### config.mk
export PLATFORM = sky130hd
export DESIGN_NAME = seven_seg_scan_ctrl
export DESIGN_NICKNAME = d
export VERILOG_FILES = /design/src/rtl/seven_seg_pkg.sv /design/src/rtl/seven_seg_prescaler.sv /design/src/rtl/seven_seg_scan_ctrl.sv
export SDC_FILE = /design/constraint.sdc
export NUM_CORES = 1
export LEC_CHECK = 0
export ABC_AREA = 1
export BUFFER_PORTS_ARGS = -buffer_cell sky130_fd_sc_hd__buf_2
export CAP_MARGIN = 10
export CELL_PAD_IN_SITES_DETAIL_PLACEMENT = 0
export CELL_PAD_IN_SITES_GLOBAL_PLACEMENT = 1
export CORE_MARGIN = 8
export CORE_UTILIZATION = 47
export DETAILED_ROUTE_END_ITERATION = 6
export PLACE_DENSITY = 0.86
export SLEW_MARGIN = 25
export SYNTH_ARGS = -nofsm -noshare
export SYNTH_HDL_FRONTEND = slang
export SYNTH_SLANG_ARGS = --single-unit
### constraint.sdc
create_clock -name clk -period 6.7 [get_ports clk]
set_input_delay 0.67 -clock clk [delete_from_list [all_inputs] [get_ports clk]]
set_output_delay 0.67 -clock clk [all_outputs]
set_load 0.05 [all_outputs]
### src/rtl/seven_seg_pkg.sv
// Shared types and constants for the four-digit seven-segment scan controller.
package seven_seg_pkg;

  // Clocks per digit slot when the parent does not override it.
  localparam int DEFAULT_PRESCALE = 100000;

  // All anodes released (active-low enables, so all ones means dark).
  localparam logic [3:0] ANODE_OFF = 4'b1111;

  // Index of the digit slot currently being driven, 0 = rightmost.
  typedef logic [1:0] slot_t;

  // Scan state machine: OFF keeps the display dark, SCAN multiplexes digits.
  typedef enum logic {
    ST_OFF  = 1'b0,
    ST_SCAN = 1'b1
  } state_t;

  // Leading-zero suppression: a slot is dark when suppression is on, it is not
  // the rightmost slot, and it and every more significant digit are zero.
  // digits is packed {digit_4, digit_3, digit_2, digit_1}.
  function automatic logic slot_blanked(input slot_t slot,
                                        input logic [15:0] digits,
                                        input logic blank);
    logic zero_above;
    zero_above = 1'b1;
    for (int k = 0; k < 4; k++) begin
      if ((k >= int'(slot)) && (digits[4*k +: 4] != 4'd0)) zero_above = 1'b0;
    end
    return blank && (slot != 2'd0) && zero_above;
  endfunction

endpackage

### src/rtl/seven_seg_prescaler.sv
// Per-slot cycle counter. Counts 0..PRESCALE-1 while running and strobes
// slot_adv on the last count of each slot; held at zero whenever stopped.
module seven_seg_prescaler
  import seven_seg_pkg::*;
#(
  parameter int PRESCALE = DEFAULT_PRESCALE,
  localparam int PW = $clog2(PRESCALE)
) (
  input  logic          clk,
  input  logic          rst,
  input  logic          run,
  output logic [PW-1:0] p_next,
  output logic          slot_adv
);

  localparam logic [PW-1:0] P_LAST = PW'(PRESCALE - 1);

  logic [PW-1:0] p_q;
  logic [PW-1:0] p_d;

  // Next count: clear when stopped, wrap to zero at the end of a slot.
  always_comb begin
    p_d      = p_q + 1'b1;
    slot_adv = 1'b0;
    if (!run) begin
      p_d = '0;
    end else if (p_q == P_LAST) begin
      p_d      = '0;
      slot_adv = 1'b1;
    end
  end

  // Count register.
  always_ff @(posedge clk) begin
    if (rst) p_q <= '0;
    else     p_q <= p_d;
  end

  // Exposed so the parent can register outputs from the next-state count.
  assign p_next = p_d;

endmodule

### src/rtl/seven_seg_scan_ctrl.sv
// Four-digit multiplexed seven-segment scan controller with PWM brightness,
// leading-zero suppression and frame-synchronous (tear-free) digit updates.
// Outputs anode/one_digit/refresh_counter are all registered from next-state
// values so they always describe the same slot in the same cycle.
module seven_seg_scan_ctrl
  import seven_seg_pkg::*;
#(
  parameter int PRESCALE = DEFAULT_PRESCALE
) (
  input  logic       clk,
  input  logic       rst,
  input  logic       en,
  input  logic [3:0] digit_1,
  input  logic [3:0] digit_2,
  input  logic [3:0] digit_3,
  input  logic [3:0] digit_4,
  input  logic       upd_req,
  input  logic       blank_lz,
  input  logic [3:0] brightness,
  output logic [3:0] anode,
  output logic [3:0] one_digit,
  output logic [1:0] refresh_counter,
  output logic       upd_ack,
  output logic       frame_done
);

  localparam int          PW     = $clog2(PRESCALE);
  localparam int          OW     = PW + 1;
  localparam logic [31:0] STEP_U = 32'(PRESCALE / 16);

  state_t      state_q, state_d;
  slot_t       slot_q, slot_d;
  logic [15:0] stage_q, stage_d;
  logic        stage_blank_q, stage_blank_d;
  logic        pending_q, pending_d;
  logic [15:0] shadow_q, shadow_d;
  logic        shadow_blank_q, shadow_blank_d;
  logic [3:0]  anode_q, anode_d;
  logic [3:0]  one_digit_q, one_digit_d;
  logic        upd_ack_q, upd_ack_d;
  logic        frame_done_q, frame_done_d;

  logic          run;
  logic          slot_adv;
  logic [PW-1:0] p_next;
  logic          wrap;
  logic [15:0]   req_digits;
  logic [OW-1:0] on_cycles;

  // The counter only runs on cycles that stay in SCAN; entering or leaving
  // SCAN forces it to zero.
  assign run = (state_q == ST_SCAN) && en;

  seven_seg_prescaler #(
    .PRESCALE (PRESCALE)
  ) u_prescaler (
    .clk      (clk),
    .rst      (rst),
    .run      (run),
    .p_next   (p_next),
    .slot_adv (slot_adv)
  );

  // Next state, staging/shadow update handshake and next-state outputs.
  always_comb begin
    req_digits = {digit_4, digit_3, digit_2, digit_1};
    wrap       = run && slot_adv && (slot_q == 2'd3);

    // OFF->SCAN on en=1 and SCAN->OFF on en=0 collapse to following en.
    state_d = en ? ST_SCAN : ST_OFF;
    slot_d  = run ? (slot_adv ? slot_q + 2'd1 : slot_q) : 2'd0;

    stage_d        = stage_q;
    stage_blank_d  = stage_blank_q;
    pending_d      = pending_q;
    shadow_d       = shadow_q;
    shadow_blank_d = shadow_blank_q;
    upd_ack_d      = 1'b0;
    frame_done_d   = wrap;

    if (wrap) begin
      // Frame boundary: a request arriving now wins over an older staged one.
      if (upd_req) begin
        stage_d        = req_digits;
        stage_blank_d  = blank_lz;
        shadow_d       = req_digits;
        shadow_blank_d = blank_lz;
        pending_d      = 1'b0;
        upd_ack_d      = 1'b1;
      end else if (pending_q) begin
        shadow_d       = stage_q;
        shadow_blank_d = stage_blank_q;
        pending_d      = 1'b0;
        upd_ack_d      = 1'b1;
      end
    end else begin
      // Display is dark in OFF, so nothing can tear: apply right away.
      if ((state_q == ST_OFF) && pending_q) begin
        shadow_d       = stage_q;
        shadow_blank_d = stage_blank_q;
        pending_d      = 1'b0;
        upd_ack_d      = 1'b1;
      end
      if (upd_req) begin
        stage_d       = req_digits;
        stage_blank_d = blank_lz;
        pending_d     = 1'b1;
      end
    end

    // PWM: the active anode is on for the first (brightness+1)/16 of a slot.
    on_cycles = OW'(({28'd0, brightness} + 32'd1) * STEP_U);

    anode_d     = ANODE_OFF;
    one_digit_d = 4'd0;
    if (state_d == ST_SCAN) begin
      one_digit_d = shadow_d[4*slot_d +: 4];
      if (({1'b0, p_next} < on_cycles) &&
          !slot_blanked(slot_d, shadow_d, shadow_blank_d)) begin
        anode_d[slot_d] = 1'b0;
      end
    end
  end

  // State, data and output registers.
  always_ff @(posedge clk) begin
    if (rst) begin
      state_q        <= ST_OFF;
      slot_q         <= 2'd0;
      stage_q        <= '0;
      stage_blank_q  <= 1'b0;
      pending_q      <= 1'b0;
      shadow_q       <= '0;
      shadow_blank_q <= 1'b0;
      anode_q        <= ANODE_OFF;
      one_digit_q    <= 4'd0;
      upd_ack_q      <= 1'b0;
      frame_done_q   <= 1'b0;
    end else begin
      state_q        <= state_d;
      slot_q         <= slot_d;
      stage_q        <= stage_d;
      stage_blank_q  <= stage_blank_d;
      pending_q      <= pending_d;
      shadow_q       <= shadow_d;
      shadow_blank_q <= shadow_blank_d;
      anode_q        <= anode_d;
      one_digit_q    <= one_digit_d;
      upd_ack_q      <= upd_ack_d;
      frame_done_q   <= frame_done_d;
    end
  end

  assign anode           = anode_q;
  assign one_digit       = one_digit_q;
  assign refresh_counter = slot_q;
  assign upd_ack         = upd_ack_q;
  assign frame_done      = frame_done_q;

endmodule

# == Word level (Yosys, flattened, before mapping) ==
# Cells that the tools add are included.
# classes
div,0
muxes,28
n_reduce_logical,21
shifts,1
add_sub_neg,3
n_lt_le_gt_ge,6
mul,1
n_bitwise,4
n_eq_ne,2
# ops
cell,n
16-bit 2-to-1 mux,4
17-bit 2-to-1 mux,2
1-bit 2-to-1 mux,19
17-bit by 18-bit < comparator with 1-bit output,1
17-bit by 1-bit adder with 17-bit output (second input constant),1
17-bit equality test (second input constant),1
5-bit by 12-bit multiplier with 17-bit output (second input constant),1
4-bit nonzero test,4
16-bit by 5-bit variable part select with 4-bit output,1
1-bit logical AND,11
4-bit by 1-bit adder with 5-bit output (second input constant),1
1-bit by 2-bit greater-or-equal comparator with 1-bit output (first input constant),2
2-bit 2-to-1 mux,2
4-bit NOT,1
2-bit nonzero test,2
2-bit OR reduction,2
2-bit by 3-bit < comparator with 1-bit output (second input constant),1
1-bit NOT,3
3-bit OR reduction,1
2-bit by 1-bit adder with 2-bit output (second input constant),1
1-bit demux with 2-bit select,1
2-bit equality test (second input constant),1
2-bit by 1-bit greater-or-equal comparator with 1-bit output (second input constant),1
2-bit greater-or-equal comparator (first input constant),1
1-bit logical NOT,1
# totals
rom_bits,0
output_inout_bits,12
word_cells,78
ff_bits,65
latch_bits,0
memories,0
ram_bits,0

# == Longest topological paths before layout ==
# Gate-level depths: netlist of run 1.
# logic_depth
depth_word,18
mapped_depth,25

# == Hierarchy ==
# A second synthesis of run 1 with hierarchy kept.
# unflattened
cells_unflattened,695
hier_area_um2,4709.5
# modules_own_cells
mod,instances,cells_each,area_each_um2,seq_area_each_um2
seven_seg_scan_ctrl,1,524,3599.7,960.9
seven_seg_prescaler,1,171,1109.8,340.3

# == Worst setup path after synthesis of run 1 ==
# OpenSTA, ideal clock, no wires.
# synth_timing
path_type,input-to-reg
start,in brightness[0]
end,reg anode_q[0] (netlist: anode[0])
required_time_ps,6573
cell_stages,25
path_buffers,0
arrival_ps,4191
slack_ps,2381
path_cell_list,ha_1 xor2_1 ha_1 xnor2_1 ha_1 a21o_1 ha_1 ha_1 a21oi_1 nand2_1 nand2_1 nand2_1 nand2_1 nand2_1 nand2_1 nand2_1 a21boi_0 o21ai_0 nand2_1 nand2_1 ha_1 nand3_1 nand3_1 a21oi_1 nand3_1
# synth_via
elab_chain_len,6
# synth_rtl
item,line,source
from (decl),seven_seg_scan_ctrl.sv:19,"input logic [3:0] brightness,"
4-bit by 1-bit adder with 5-bit output,seven_seg_scan_ctrl.sv:112,"on_cycles = OW'(({28'd0, brightness} + 32'd1) * STEP_U);"
5-bit by 12-bit multiplier with 17-bit output,seven_seg_scan_ctrl.sv:112,
17-bit by 18-bit < comparator with 1-bit output,seven_seg_scan_ctrl.sv:118,"if (({1'b0, p_next} < on_cycles) &&"
1-bit logical AND,seven_seg_scan_ctrl.sv:118,
1-bit NOT (no source line),-,
3-bit OR reduction (no source line),-,
to (signal assigned),seven_seg_scan_ctrl.sv:147,anode_q <= anode_d;
to (decl),seven_seg_scan_ctrl.sv:38,"logic [3:0] anode_q, anode_d;"
# No other way between the ends.
# A chain may end at the register's enable or synchronous reset.

# == Worst setup path in the final report of run 1 ==
# Ends and elaborated chain as after synthesis.

==> results of run 1 <==
[how the worst max path moves through the flow]
stage	depth (start not counted)	to	startpoint	slack (ns)
after floorplan	25	anode[0]	brightness[0]	2.38
after global placement	26	anode[1]	brightness[0]	1.99
after detailed placement	26	anode[0]	brightness[0]	1.82
after CTS	26	anode[0]	brightness[0]	2.18
after global routing	26	anode[2]	brightness[0]	1.66
final	26	anode[0]	brightness[0]	2.19
[worst max-delay path: stages]
cell and delay, ns:
buf_2 0.14, ha_1 0.22, xor2_1 0.34, ha_1 0.28, xnor2_1 0.09, ha_1 0.19, a21o_1 0.15, ha_1 0.27
ha_1 0.35, a21oi_1 0.16, nand2_1 0.09, nand2_1 0.07, nand2_1 0.05, nand2_1 0.05, nand2_1 0.07, nand2_1 0.07
nand2_1 0.07, a21boi_0 0.33, o21ai_0 0.13, nand2_1 0.07, nand2_1 0.06, ha_1 0.29, nand3_1 0.09, nand3_1 0.06
a21oi_1 0.25, nand3_1 0.12
[metal layers]
| layer | vias up | routed length, µm | track usage (%) |
|---|---|---|---|
| li1 | 2216 | - | - |
| met1 | 1897 | 5002 | 20.83 |
| met2 | 50 | 5455 | 31.32 |
| met3 | 12 | 380 | 3.519 |
| met4 | 0 | 137 | 5.429 |
| met5 | - | 0 | 0 |
[layout make-up]
class	instances	area, µm²
clock inverters	6	113.9
repair buffers	38	195.2
clock buffers	10	137.6
well taps	133	166.4
multi-input cells	491	2903
inverters	92	347.8
fillers	990	4519
flip-flops and latches	65	1301
[power breakdown]
group          switching (mW)  internal, mW  total, mW  leakage (nW)
combinational           0.159         0.101      0.260          1.89
sequential            0.00518         0.398      0.403         0.529
clock                   0.169         0.259      0.428         0.119
[cells by family (layout without fill, tap and decap cells)]
family	after synthesis	count (layout)	synth area share (%)
AO/OA/AOI/OAI	108	108	13.18
XOR/XNOR	22	22	4.151
multiplexers	3	3	0.7277
adder cells (fa/ha/maj)	51	51	13.91
flip-flops	65	65	28.03
AND/OR/NAND/NOR	307	307	30.51
buffers and inverters	111	146	9.488
[registers in the layout (all words and copies together), names as in the netlist]
name / flops
shadow_q: 16
refresh_counter: 2
u_prescaler.p_q: 17
stage_q: 16
stage_blank_q: 1
state_q: 1
upd_ack: 1
shadow_blank_q: 1
frame_done: 1
pending_q: 1
one_digit: 4
anode: 4
[layout by cell type (no fill, tap or decap), types with 2 or more instances in the layout]
| cell | Yosys | final |
|---|---|---|
| nand2_1 | 152 | 151 |
| inv_1 | 87 | 87 |
| nor2_1 | 72 | 72 |
| dfxtp_1 | 65 | 65 |
| ha_1 | 50 | 50 |
| a21oi_1 | 46 | 46 |
| buf_2 | 5 | 36 |
| o21ai_0 | 28 | 28 |
| nand3_1 | 21 | 21 |
| nor3_1 | 18 | 18 |
| xnor2_1 | 14 | 14 |
| nand4_1 | 11 | 11 |
| o21ai_1 | 10 | 10 |
| clkbuf_8 | 0 | 10 |
| xor2_1 | 8 | 8 |
| nand2_2 | 5 | 6 |
| o22ai_1 | 6 | 6 |
| nand3_2 | 5 | 5 |
| nor2_2 | 5 | 5 |
| nand2_4 | 4 | 4 |
| a21o_1 | 4 | 4 |
| o21ai_2 | 4 | 4 |
| o21a_1 | 3 | 3 |
| a211oi_1 | 3 | 3 |
| nand3b_1 | 3 | 3 |
| mux2_2 | 3 | 3 |
| bufinv_16 | 0 | 3 |
| nor4_1 | 2 | 2 |
| nor3_4 | 2 | 2 |
| inv_2 | 2 | 2 |
| clkinv_1 | 2 | 2 |
| nor2_4 | 2 | 2 |
| clkinvlp_4 | 0 | 2 |
| buf_4 | 0 | 2 |
[cells in the mapped netlist, types with 2 or more instances]
cell,n,area (µm²)
clkinv_1,2,7.510
o21ai_0,28,140.1
xor2_1,8,70.07
nand3b_1,3,22.52
a21o_1,4,30.03
nand2_2,5,31.28
nor2_1,72,270.3
nand4_1,11,68.82
nor2_4,2,22.52
o22ai_1,6,37.54
nor3_4,2,32.53
nor2_2,5,31.28
nand3_2,5,50.05
o21a_1,3,22.52
nand2_1,152,570.6
o21ai_2,4,35.03
buf_2,5,25.02
clkbuf_1,11,41.29
inv_2,2,7.510
dfxtp_1,65,1301
nand3_1,21,105.1
o21ai_1,10,50.05
buf_6,2,22.52
nand2_4,4,45.04
nor3_1,18,90.09
a21oi_1,46,230.2
mux2_2,3,33.78
ha_1,50,625.6
inv_1,87,326.6
a211oi_1,3,22.52
xnor2_1,14,122.6
nor4_1,2,12.51
[through the flow]
stage / std cells / hold WS [ns] / worst slack [ns] / total power [mW] / util (%)
4_1_cts: 835 / 0.4839 / 2.184 / 1.100 / 53.31
2_1_floorplan: 667 / 0.4506 / 2.381 / 0.6131 / -
3_3_place_gp: 819 / 0.4665 / 1.988 / 0.6656 / 50.71
3_5_place_dp: 819 / 0.4717 / 1.816 / 0.6728 / 50.71
5_1_grt: 835 / 0.5096 / 1.665 / 1.156 / 53.33
6_report: 835 / 0.4821 / 2.194 / 1.091 / 53.33
==> Flow_metrics.wiki, run 1 <==
{| class="wikitable"
! Metric !! Value
|-
| Status || finished clean
|-
| Leakage power summed over all cells || between 2 and 3 nW
|-
| I/O pins || 37
|-
| Number of buffers inserted for hold repair after clock tree synthesis || 0
|-
| Wire per inst || 13.14 µm
|-
| Final Routed Wirelength || approximately 11000 µm
|-
| Row count || 36
|-
| Residual DRC count || 0
|-
| Power per Cell Area || around 210 nW/µm²
|-
| Placeable core area || between 9000 and 10000 µm²
|-
| Type of the worst min-delay path || register to register
|-
| Worst-case clock skew || about 0.014 ns
|-
| TritonCTS clock tree || done
|-
| Syn_nets || ~740
|-
| Startpoint of the tightest hold check path || stage_q[5]
|-
| Synthesized area divided by synthesized cell count || 6.959 µm²
|-
| Wire length of the first global-routing pass || approximately 19000 µm
|-
| Full die area || approximately 13000 µm²
|-
| Post-route cell area || just over 5000 µm²
|-
| Nature of the critical path startpoint || input pin
|-
| Critical register-to-register path endpoint || anode[0]
|-
| Clock buffer count from CTS || 9
|-
| Largest fanout of any net on the critical path || 5
|-
| Post-detailed-route via-to-cell ratio || 5.000
|-
| Synthesis Warnings || 0
|-
| Distinct cell type count of the synthesized netlist || 44
|-
| DR pass1 iterations || 4
|-
| Post-layout min period || 4.506 ns
|-
| Synthesized flop and latch total || 65
|-
| Combined area of all synthesized cells || 4642 µm²
|-
| Max-capacitance violation count || 0
|-
| Max Slew Vio Count || 0
|-
| RSZ-0062 raised after global routing || no
|-
| Number of diodes added for antenna fixing || 0
|-
| Count of cells along the worst hold path || 2
|-
| Async S/R FF share, synth || 0%
|-
| Cell Area, Placed || about 4900 µm²
|-
| Syn Inst Count || 667
|-
| IR Drop Worst-Case VDD || 0.1095 mV
|-
| Global route overflow || 0
|-
| WP data required || around 6.9 ns
|-
| Slew margin rel. || 58.41%
|-
| Clock-pin slew of the registers on the worst-case setup and hold paths || ~0.080 ns
|-
| Arrival time worst endpoint || around 4.7 ns
|-
| Area grow syn2layout || 11.27%
|-
| Clock root buffer || clkbuf_8
|-
| Antenna violations before repair || 0
|-
| Leading register cell type out of synthesis || dfxtp_1
|-
| Pin count of the biggest net entering global routing || 53
|-
| Sequential element share of the synthesized area || between 20% and 30%
|-
| Kind of end point of the critical path || register
|-
| Setup total negative slack || 0 ns
|-
| R2R setup slack || a little under 4 ns
|-
| CTS resizes || 0
|-
| CTS HTree Levels || 3
|-
| Measured slew at the worst slew-check pin || roughly 0.62 ns
|-
| Number of buffers added for setup after CTS || 0
|-
| Detailed placement HPWL || approximately 8300 µm
|-
| Sink of the worst hold path || stage_q[5]
|-
| Class of the most critical setup path || input pin to register
|-
| Final clock period utilization by the worst path || between 60 and 70%
|-
| Number of enable flip-flop cells after synthesis || 0
|-
| Final count of negative-setup-slack endpoints || 0
|-
| Maximum count of clock buffers along a single path || 2
|-
| Startpoint of the lowest-slack register-to-register path || u_prescaler.p_q[0]
|-
| Fmax achieved || approximately 220 MHz
|-
| Share of layout cells above drive strength 1 || between 10% and 20%
|-
| TritonCTS sink count || between 60 and 70
|-
| Vias in the first global route || roughly 4100
|-
| Die Width || between 100 and 150 µm
|-
| Worst r2r path cells || 15
|-
| Die outline height || 115.4 µm
|-
| Final count of hold timing violations || 0
|-
| Number of nets with antenna violations after detailed routing || 0
|-
| Input/output buffers || 36
|-
| Nets@finish || between 700 and 800
|-
| Initial Utilization || 47.93%
|-
| Routability Congestion || approximately 0.8
|-
| Number of violations reported at the end of detailed-routing iteration 0 || around 230
|-
| Total global routing track utilization || 17.66%
|-
| Clock latency at the later pin of the worst-skew pair || 0.35 ns
|-
| Routed via count || between 4000 and 5000
|}
No activity file was read; power rests on OpenSTA's default activity.
==> inputs of run 2 (changes only) <==
--- a/config.mk
+++ b/config.mk
@@ -11,9 +11,9 @@
 export CELL_PAD_IN_SITES_DETAIL_PLACEMENT = 0
 export CELL_PAD_IN_SITES_GLOBAL_PLACEMENT = 1
 export CORE_MARGIN = 8
-export CORE_UTILIZATION = 47
+export CORE_UTILIZATION = 40
 export DETAILED_ROUTE_END_ITERATION = 6
-export PLACE_DENSITY = 0.86
+export PLACE_DENSITY = 0.78
 export SLEW_MARGIN = 25
 export SYNTH_ARGS = -nofsm -noshare
 export SYNTH_HDL_FRONTEND = slang
==> constraint.sdc (replaced) <==
create_clock -name clk -period 3.82 [get_ports clk]
set_input_delay 0.382 -clock clk [delete_from_list [all_inputs] [get_ports clk]]
set_output_delay 0.382 -clock clk [all_outputs]
set_load 0.05 [all_outputs]
==> run 2 against run 1 <==
Against the previous run:
- sequential power grew 76%
- global-route usage shrank 1.6 points
- via count is 5.8% higher
- critical path depth down 3
- setup slack got worse by 2.0 ns
- clock skew shrank 0.0035 ns
- first-iteration DRC count is 29% higher
- sequential share of layout area decreased by 2.9 points
- total power rose by 110%
- non-clock buffer count grew 34
- worst hold slack got worse by 0.20 ns
- largest power group unchanged
==> Flow_metrics.wiki, run 2 (synthesis gave the netlist of run 1 again) <==
{| class="wikitable"
! Metric !! Value
|-
| Status || finished clean
|-
| Die outline height || 123.7 µm (+7.2%)
|-
| Maximum count of clock buffers along a single path || 2 (unchanged)
|-
| DP Worst Slack || -0.3172 ns (-2.133 ns)
|-
| Wire per inst || 13.83 µm (+5.2%)
|-
| Nature of the critical path startpoint || input pin
|-
| CTS HTree Levels || 3 (unchanged)
|-
| Final Routed Wirelength || 12150 µm (+11%)
|-
| I/O pins || 37 (unchanged)
|-
| Critical Path Slowest Stage Cell || ha_1
|-
| Slew margin rel. || 58.43% (about the same)
|-
| WP data required || 4.03 ns (-2.91 ns)
|-
| Clock buffer count from CTS || 9 (unchanged)
|-
| Class of the most critical setup path || input pin to register
|-
| Setup slack of the critical path after layout || 0.1819 ns (-2.012 ns)
|-
| Global route overflow || 0 (unchanged)
|-
| Max incr delay on CP || 0.34 ns (about the same)
|-
| Row count || 39 (+8.3%)
|-
| Max Slew Vio Count || 0 (unchanged)
|-
| Routability Congestion || 0.8188 (+0.86%)
|-
| Worst-path cell chain || buf_4, buf_6, nand3_4, xor2_4, inv_2, buf_4, ha_1, ha_4, ha_1, ha_4, nand2_1, nand2_1, nand2_1, nand2_2, a21boi_2, buf_4, xor2_1, ha_1, a21o_1, nand3_1, nand3_1, a21oi_4, nand3_2
|-
| Detailed placement HPWL || 8974 µm (+8.3%)
|-
| CP startpoint || brightness[1]
|-
| Wire length of the first global-routing pass || 19650 µm (+3.9%)
|-
| Commonest cells after routing, fill and taps aside || nand2_1 (150), inv_1 (83), nor2_1 (71), dfxtp_1 (65), a21oi_1 (42)
|-
| Area grow syn2layout || 25.90%
|-
| Final clock period utilization by the worst path || between 90% and 100%
|-
| Number of buffers inserted for hold repair after clock tree synthesis || 0 (unchanged)
|-
| Pin count of the biggest net entering global routing || 53 (unchanged)
|-
| Max-capacitance violation count || 0 (unchanged)
|-
| Routed via count || 4418 (+5.8%)
|-
| Vias in the first global route || 4207 (+2.1%)
|-
| Regs by FF count || u_prescaler.p_q: 17 flops, shadow_q: 16 flops, stage_q: 16 flops
|-
| Total Power Consumption || 2.240 mW (+110%)
|-
| Startpoint of the lowest-slack register-to-register path || u_prescaler.p_q[1]
|-
| Startpoint of the tightest hold check path || blank_lz
|-
| Non-filler instance count after layout || 879 (+5.3%)
|-
| Input/output buffers || 36 (unchanged)
|-
| Kind of end point of the critical path || register
|-
| Nets@finish || 807 (+4.4%)
|-
| Arrival time worst endpoint || 3.85 ns (-0.89 ns)
|-
| Post-layout min period || between 3 and 4 ns
|-
| Power per Cell Area || 383.3 nW/µm² (+81%)
|-
| Leakage power summed over all cells || 2.752 nW (+8.6%)
|-
| Clock latency at the later pin of the worst-skew pair || 0.34 ns (about the same)
|-
| Final count of hold timing violations || 0 (unchanged)
|-
| TritonCTS sink count || 65 (unchanged)
|-
| Flip-flop count of the largest register, all copies and words added || 17 (unchanged)
|-
| Antenna violations before repair || 0 (unchanged)
|-
| Number of violations reported at the end of detailed-routing iteration 0 || 295 (+29%)
|-
| Type of the worst min-delay path || input pin to register
|-
| Full die area || 15310 µm² (+15%)
|-
| Worst hold slack || 0.2854 ns (-0.1967 ns)
|-
| Share of layout cells above drive strength 1 || 22.42% (+9.2 points)
|-
| Measured slew at the worst slew-check pin || 0.6198 ns (-0.0003173 ns)
|-
| Number of diodes added for antenna fixing || 0 (unchanged)
|-
| Initial Utilization || 40.83% (-7.1 points)
|-
| DR pass1 iterations || 4 (unchanged)
|-
| Total global routing track utilization || 16.02% (-1.6 points)
|-
| Placeable core area || 11370 µm² (+17%)
|-
| Clock-pin slew of the registers on the worst-case setup and hold paths || 0.06 ns (-0.02 ns)
|-
| Die Width || 123.7 µm (+7.2%)
|-
| IR Drop Worst-Case VDD || 0.3175 mV (+190%)
|-
| Cell Area, Placed || 5166 µm² (+5.2%)
|-
| TritonCTS clock tree || done
|-
| Largest fanout of any net on the critical path || 5 (unchanged)
|-
| Cell count after placement || 857 (+4.6%)
|-
| Post-route cell area || 5844 µm² (+13%)
|-
| Post-detailed-route via-to-cell ratio || 5.026 (+0.52%)
|-
| Worst-case clock skew || 0.009995 ns (-0.003531 ns)
|-
| Number of nets with antenna violations after detailed routing || 0 (unchanged)
|-
| Fmax achieved || between 200 and 300 MHz
|-
| Register name with the most flops || u_prescaler.p_q
|-
| Most common library cell in the layout ignoring fill and taps || nand2_1
|-
| Residual DRC count || 0 (unchanged)
|-
| Final count of negative-setup-slack endpoints || 0 (unchanged)
|-
| Clock root buffer || clkbuf_16
|}
[run 2: cell count changes in the layout (fill, tap and decap cells not counted), moves of 3 or more]
cell and change:
clkbuf_16 +9, a21oi_1 -4, clkbuf_8 -10, buf_4 +32
ha_4 +15, inv_1 -4, nand3_2 +4, a21oi_2 +3
buf_6 +4, inv_2 +3, nand3_1 -5, ha_1 -17
[run 2: area by class of cell]
class                      instances  area (µm²)
inverter                          92       350.3
fill                            1102        5525
timing repair buffer              72       470.5
sequential                        65        1301
multi-input combinational        491        3217
clock buffer                       9       225.2
tap                              143       178.9
clock inverter                     7       101.3
[run 2: what timing repair did]
item,4_1_cts,5_1_grt
buffers inserted,1,5
resized for setup,1,50
pin swaps,1,27
setup endpoints to repair,3,4
[run 2: per-layer routing]
layer,track usage (%),wire (µm),vias up
met5,0,0,-
met4,4.515,187,0
met3,3.626,484,19
met2,25.75,5594,75
met1,21.05,5887,2031
li1,-,-,2293
[run 2: stage by stage]
stage | setup TNS (ns) | util, %
finish | 0 | 51.40
global route | -0.02913 | 51.40
CTS | 0 | 48.40
detailed placement | -1.249 | 45.44
global placement | -0.7750 | 45.44
floorplan | 0 | -
[run 2: critical path: cells and delay by family]
family / cells / cell delay [ns]
buf+inv: 5 / 0.60
fa+ha+maj: 5 / 1.42
compound gates: 3 / 0.44
simple gates: 8 / 0.71
xor+xnor: 2 / 0.31
[run 2: path summary, 6_finish.rpt]
| path | end | slack (ns) | cells after the start |
|---|---|---|---|
| hold / removal | stage_blank_q | 0.29 | 3 |
| hold reg to reg | stage_q[9] | 0.48 | 2 |
| setup reg to reg | anode[2] | 0.95 | 15 |
| setup / recovery | anode[2] | 0.18 | 23 |
[run 2: power breakdown]
group	leakage, nW	switching [mW]	total [mW]	internal, mW
logic	2.07	0.336	0.632	0.296
registers	0.529	0.00860	0.708	0.699
clock network	0.153	0.324	0.900	0.576
